## config.mk

```make
export PLATFORM = sky130hd
export DESIGN_NAME = pdm_mic_capture
export DESIGN_NICKNAME = d
export VERILOG_FILES = /design/src/rtl/pdm_mic_capture.sv
export SDC_FILE = /design/constraint.sdc
export NUM_CORES = 1
export LEC_CHECK = 0
export CAP_MARGIN = 30
export CELL_PAD_IN_SITES_DETAIL_PLACEMENT = 1
export CELL_PAD_IN_SITES_GLOBAL_PLACEMENT = 1
export CORE_UTILIZATION = 40
export DETAILED_ROUTE_END_ITERATION = 16
export GPL_TIMING_DRIVEN = 0
export PLACE_DENSITY_LB_ADDON = 0.1
export SLEW_MARGIN = 30
export SYNTH_ARGS = -nofsm -noshare
export SYNTH_HDL_FRONTEND = slang
export SYNTH_SLANG_ARGS = --single-unit
```

## constraint.sdc

```tcl
create_clock -name clk_i -period 2.49 [get_ports clk_i]
set_input_delay 0.498 -clock clk_i [delete_from_list [all_inputs] [get_ports clk_i]]
set_output_delay 0.498 -clock clk_i [all_outputs]
set_load 0.005 [all_outputs]
```

## src/rtl/pdm_mic_capture.sv

```systemverilog
`default_nettype none
// ============================================================================
//  Module      : pdm_mic_capture
//  Description : Drives a PDM microphone clock, synchronizes the returned
//                bitstream, decimates it with a box-car ones counter and, on
//                request, stores a fixed number of decimated samples through a
//                simple RAM write port.
//  Revision    : 1.0  initial release
// ----------------------------------------------------------------------------
//  Ports
//    clk_i           system clock, all logic on its rising edge
//    rst_ni          asynchronous active-low reset
//    start_i         capture request (level or pulse), honoured only in IDLE
//    mic_data_i      PDM bitstream from the microphone (asynchronous)
//    mic_clk_o       microphone clock, clk_i / (2*MIC_HALF)
//    mic_lrsel_o     channel select, tied low (data valid on mic_clk rise)
//    sample_o        last completed decimated sample (ones count)
//    sample_valid_o  one-cycle pulse when sample_o updates
//    wr_en_o         RAM write strobe
//    wr_addr_o       RAM write address (holds between writes)
//    wr_data_o       RAM write data, always equal to sample_o
//    busy_o          high while a capture is in progress
//    done_o          one-cycle pulse after the final write of a capture
// ============================================================================
module pdm_mic_capture #(
    parameter int MIC_HALF = 8,
    parameter int DECIM    = 195,
    parameter int LENGTH   = 3680
) (
    input  logic        clk_i,
    input  logic        rst_ni,
    input  logic        start_i,
    input  logic        mic_data_i,
    output logic        mic_clk_o,
    output logic        mic_lrsel_o,
    output logic [7:0]  sample_o,
    output logic        sample_valid_o,
    output logic        wr_en_o,
    output logic [11:0] wr_addr_o,
    output logic [7:0]  wr_data_o,
    output logic        busy_o,
    output logic        done_o
);

    localparam int               c_div_w    = (MIC_HALF > 1) ? $clog2(MIC_HALF) : 1;
    localparam logic [c_div_w-1:0] c_div_last = c_div_w'(MIC_HALF - 1);
    localparam logic [7:0]       c_win_last = 8'(DECIM - 1);
    localparam logic [11:0]      c_idx_last = 12'(LENGTH - 1);

    typedef enum logic [1:0] {
        S_IDLE    = 2'd0,
        S_CAPTURE = 2'd1,
        S_DONE    = 2'd2
    } state_t;

    // ------------------------------------------------------------------------
    // Datapath registers
    // ------------------------------------------------------------------------
    logic [c_div_w-1:0] div_q,  div_d;
    logic               mic_clk_q, mic_clk_d;
    logic               sync1_q, sync2_q;
    logic [7:0]         win_q,  win_d;
    logic [7:0]         acc_q,  acc_d;
    logic [7:0]         sample_q, sample_d;
    logic               sample_valid_q, sample_valid_d;

    // ------------------------------------------------------------------------
    // Control registers
    // ------------------------------------------------------------------------
    state_t             state_q;
    logic [11:0]        index_q;
    logic               wr_en_q;
    logic [11:0]        wr_addr_q;
    logic               busy_q;
    logic               done_q;

    // ------------------------------------------------------------------------
    // Combinational helpers
    // ------------------------------------------------------------------------
    logic               w_mic_tick;
    logic               w_strobe;
    logic               w_win_end;
    logic               w_restart;
    logic [7:0]         w_acc_sum;

    assign w_mic_tick = (div_q == c_div_last);
    // Taking the bit as mic_clk falls gives the mic a full half-period after
    // its rising-edge data launch, plus the synchronizer latency.
    assign w_strobe   = w_mic_tick & mic_clk_q;
    assign w_win_end  = w_strobe & (win_q == c_win_last);
    assign w_restart  = (state_q == S_IDLE) & start_i;
    // Accumulator plus the bit arriving with the current strobe; at most
    // DECIM <= 255, so eight bits never overflow.
    assign w_acc_sum  = acc_q + {7'b0, sync2_q};

    always_comb begin
        div_d          = w_mic_tick ? '0 : div_q + 1'b1;
        mic_clk_d      = w_mic_tick ? ~mic_clk_q : mic_clk_q;

        win_d          = win_q;
        acc_d          = acc_q;
        if (w_restart) begin
            // A new capture starts with a fresh, fully populated window.
            win_d = '0;
            acc_d = '0;
        end else if (w_strobe) begin
            if (w_win_end) begin
                win_d = '0;
                acc_d = '0;
            end else begin
                win_d = win_q + 8'd1;
                acc_d = w_acc_sum;
            end
        end

        sample_d       = w_win_end ? w_acc_sum : sample_q;
        sample_valid_d = w_win_end;
    end

    always_ff @(posedge clk_i or negedge rst_ni) begin
        if (!rst_ni) begin
            div_q          <= '0;
            mic_clk_q      <= 1'b0;
            sync1_q        <= 1'b0;
            sync2_q        <= 1'b0;
            win_q          <= '0;
            acc_q          <= '0;
            sample_q       <= '0;
            sample_valid_q <= 1'b0;
        end else begin
            div_q          <= div_d;
            mic_clk_q      <= mic_clk_d;
            sync1_q        <= mic_data_i;
            sync2_q        <= sync1_q;
            win_q          <= win_d;
            acc_q          <= acc_d;
            sample_q       <= sample_d;
            sample_valid_q <= sample_valid_d;
        end
    end

    // ------------------------------------------------------------------------
    // Capture FSM. The write is registered on the same edge that registers the
    // new sample, so wr_en_o and sample_valid_o are coincident and wr_data_o
    // (a mirror of sample_o) already carries the new value.
    // ------------------------------------------------------------------------
    always_ff @(posedge clk_i or negedge rst_ni) begin
        if (!rst_ni) begin
            state_q   <= S_IDLE;
            index_q   <= '0;
            wr_en_q   <= 1'b0;
            wr_addr_q <= '0;
            busy_q    <= 1'b0;
            done_q    <= 1'b0;
        end else begin
            wr_en_q <= 1'b0;
            done_q  <= 1'b0;
            case (state_q)
                S_IDLE: begin
                    if (start_i) begin
                        state_q <= S_CAPTURE;
                        index_q <= '0;
                        busy_q  <= 1'b1;
                    end
                end
                S_CAPTURE: begin
                    if (w_win_end) begin
                        wr_en_q   <= 1'b1;
                        wr_addr_q <= index_q;
                        index_q   <= index_q + 12'd1;
                        if (index_q == c_idx_last) begin
                            state_q <= S_DONE;
                        end
                    end
                end
                S_DONE: begin
                    // busy drops together with the done pulse.
                    done_q  <= 1'b1;
                    busy_q  <= 1'b0;
                    state_q <= S_IDLE;
                end
                default: begin
                    state_q <= S_IDLE;
                    busy_q  <= 1'b0;
                end
            endcase
        end
    end

    // ------------------------------------------------------------------------
    // Outputs
    // ------------------------------------------------------------------------
    assign mic_clk_o      = mic_clk_q;
    assign mic_lrsel_o    = 1'b0;
    assign sample_o       = sample_q;
    assign sample_valid_o = sample_valid_q;
    assign wr_en_o        = wr_en_q;
    assign wr_addr_o      = wr_addr_q;
    assign wr_data_o      = sample_q;
    assign busy_o         = busy_q;
    assign done_o         = done_q;

endmodule
`default_nettype wire

```

==> run metrics <==
status finished, final reports clean; sequential share of the synthesized area 52.5%; Most used DFF post-synth dfrtp_1; count of buffers from port buffering 36; crit path time final 2.10 ns; Bufs on Longest Clock Path 2; Post-synth ARST share 100%; FILL cells 779; cts hold-fix bufs 0; share of post-route cells with drive strength above 1 between 10% and 20%; Yosys warnings 0; Leak 0.00167 uW; crit path kind flip-flop to flip-flop; Die Outline Area ~7500 sq um; Pins Over Slew Limit 0; fin crit share 84.5%; number of nets still failing antenna checks after routing 0; Reg clk slew, reported paths roughly 0.07 ns; mux contribution to synthesized area 0.700%; num rows 30; residual DRC count 0; fmax between 400 and 500 MHz; clk sink count 60; Die Wd 86.6 microns; Worst Setup Start Kind flip-flop; clock root cell clkbuf_8; TritonRoute pass-1 iters 4; max-cap violations 0; PD cells 571 nW/um^2; clk_skew 0.0154 ns; Resized cells post-CTS 0; H-tree depth 3; GP Congestion just under 0.8; Syn Std Cell Area 2860 sq um; Final Core Density 52.0%; DRT iter0 DRCs 107; xor/xnor share of the synthesized area about 4.6%; nets@finish around 350; Worst-Margin Slew 0.651 ns; vias in the first global route approximately 2200; via/cell ratio between 5 and 6; Seq cells post-synth 60; CTS tree done; Num CTS Buffers 9; Critical Path RT ~2.8 ns; Worst Hold Class primary input to async pin; unrepaired setup endpoints after global routing no; total global-route track usage about a fifth; post-DP HPWL roughly 4500 microns; Yosys cell types 49; n_diodes 0; initial antenna violation count 0; Min Hold Slack ~0.082 ns; # Post-CTS Setup Buffers 0; IO Count 38; Worst setup EP type flip-flop; largest net degree at the start of global routing 32; Syn Nets about 300; Post-synth EDFFs 0; Hold Fails Final Rpt 0; core area approximately 6900 sq um; Die Y ~87 microns; P&R area growth vs syn 24.9%; post-synthesis adder-cell area fraction under 10%; Worst VDD drop 0.411 mV; Slew headroom 56.5%; total global routing overflow 0; wire per inst around 15 microns; synthesized instance count 290; initial core utilization a little over two fifths; CP arrival roughly 2.4 ns; Routed Wire Length 6400 microns; Post-Syn Area per Cell 9.86 sq um; Clock Latency Late Sink 0.34 ns; CP Max Fanout 7; first-pass GRT wire length ~11000 microns; main combinational cell family by area after synthesis simple AND/OR/NAND/NOR gates; Compound-Gate Fraction of Synth Area 10.6%; vias after detailed routing ~2200; Final setup viols 0; Synth Area in Simple Gates 23.7%
## cell usage after synthesis (2+ instances only)
master     instances  area share [%]
o31ai_1            2            0.52
and2_1             2            0.44
dfrtp_1           60              52
a31oi_1            5             1.1
o2111ai_1          3            0.92
nand2b_1           4            0.87
a21oi_1            6             1.0
nor3_1             5            0.87
o21ai_0           15             2.6
xor2_1             9             2.8
nand2_1           64             8.4
a22o_1             2            0.61
mux2i_1            2            0.70
o211ai_1           2            0.52
nand3_1           13             2.3
buf_2              6             1.0
ha_1               7             3.1
or4b_1             2            0.70
a211o_1            3            0.92
and3_1             4            0.87
inv_1              4            0.52
a21o_1             4             1.0
buf_4              9             2.4
or3_1              2            0.44
nand4_1            9             2.0
xnor2_1            6             1.8
clkbuf_1           4            0.52
nor2_1            15             2.0
## worst paths after layout
path / slack, ns / cells after the start / endpoint / from
setup / recovery: 0.39 / 6 / index_q[11] / win_q[0]
hold / removal: 0.08 / 1 / sample_o[7] / rst_ni
setup reg to reg: 0.39 / 6 / index_q[11] / win_q[0]
hold reg to reg: 0.35 / 0 / sync2_q / sync1_q
max in group asynchronous: 1.90 / 2 / win_q[0] / rst_ni
min in group clk_i: 0.35 / 0 / sync2_q / sync1_q
## placed cells by master, fill, tap and decap left out, types with 7 or more instances in the layout
master	synthesis	final
ha_1	7	7
clkdlybuf4s50_1	0	35
nor2_1	15	15
o21ai_0	15	15
nand3_1	13	13
nand4_1	9	9
clkbuf_8	0	9
xor2_1	9	9
nand2_1	64	64
buf_4	9	10
dfrtp_1	60	60
## routing by layer
layer	vias to the layer above	part of all wire (%)	global-route usage, %
li1	1095	-	-
met1	1103	51	28.3
met2	37	46	27.4
met3	9	2.5	4.00
met4	0	1.2	7.12
met5	-	0	0
## per-stage QoR
stage	instance area [sq um]	setup TNS (ns)	power, uW	std cells	setup WS, ns
2_1_floorplan	2860	0	1060	290	0.709
3_3_place_gp	3340	-64.91	1100	422	-1.08
3_5_place_dp	3360	0	1100	423	0.0531
4_1_cts	3570	0	2070	439	0.376
5_1_grt	3570	0	2120	439	0.189
6_report	3570	0	2040	439	0.385
## kinds of logic (layout without fill, tap and decap cells)
family                   Yosys count  in the layout
buffers and inverters             25             78
adder cells (fa/ha/maj)            7              7
AO/OA/AOI/OAI                     46             46
other                              1              1
multiplexers                       2              2
AND/OR/NAND/NOR                  134            134
flip-flops                        60             60
XOR/XNOR                          15             15
## where the power goes
part	total, uW	switching (uW)	internal, uW
clock	959	399	559
sequential	1010	23.9	990
combinational	68.7	40.8	28.0
total	2040	464	1580
## worst max-delay path: stages, from the launching register on
cell and delay [ns]:
dfrtp_1 0.47, inv_1 0.10, ha_1 0.13, nor3b_2 0.36, nand4_2 0.27, nor4_1 0.48, mux2i_1 0.24
## flip-flops by register name, indices dropped and copies added, names as in the netlist
register	cells
div_q	3
sample_o	8
wr_addr_o	12
sync1_q	1
mic_clk_o	1
win_q	8
acc_q	8
wr_en_o	1
sample_valid_o	1
index_q	12
sync2_q	1
state_q	2
done_o	1
busy_o	1
## area by class of cell
| type | instances | area [sq um] | share of cell area, % |
|---|---|---|---|
| Buffer | 20 | 118 | 3.29 |
| Clock inverter | 7 | 91.3 | 2.56 |
| Multi-Input combinational cell | 205 | 1220 | 34.2 |
| Tap cell | 96 | 120 | 3.36 |
| Sequential cell | 60 | 1500 | 42.0 |
| Inverter | 5 | 18.8 | 0.525 |
| Clock buffer | 9 | 124 | 3.47 |
| Timing Repair Buffer | 37 | 378 | 10.6 |
(Power assumes the default switching activity.)
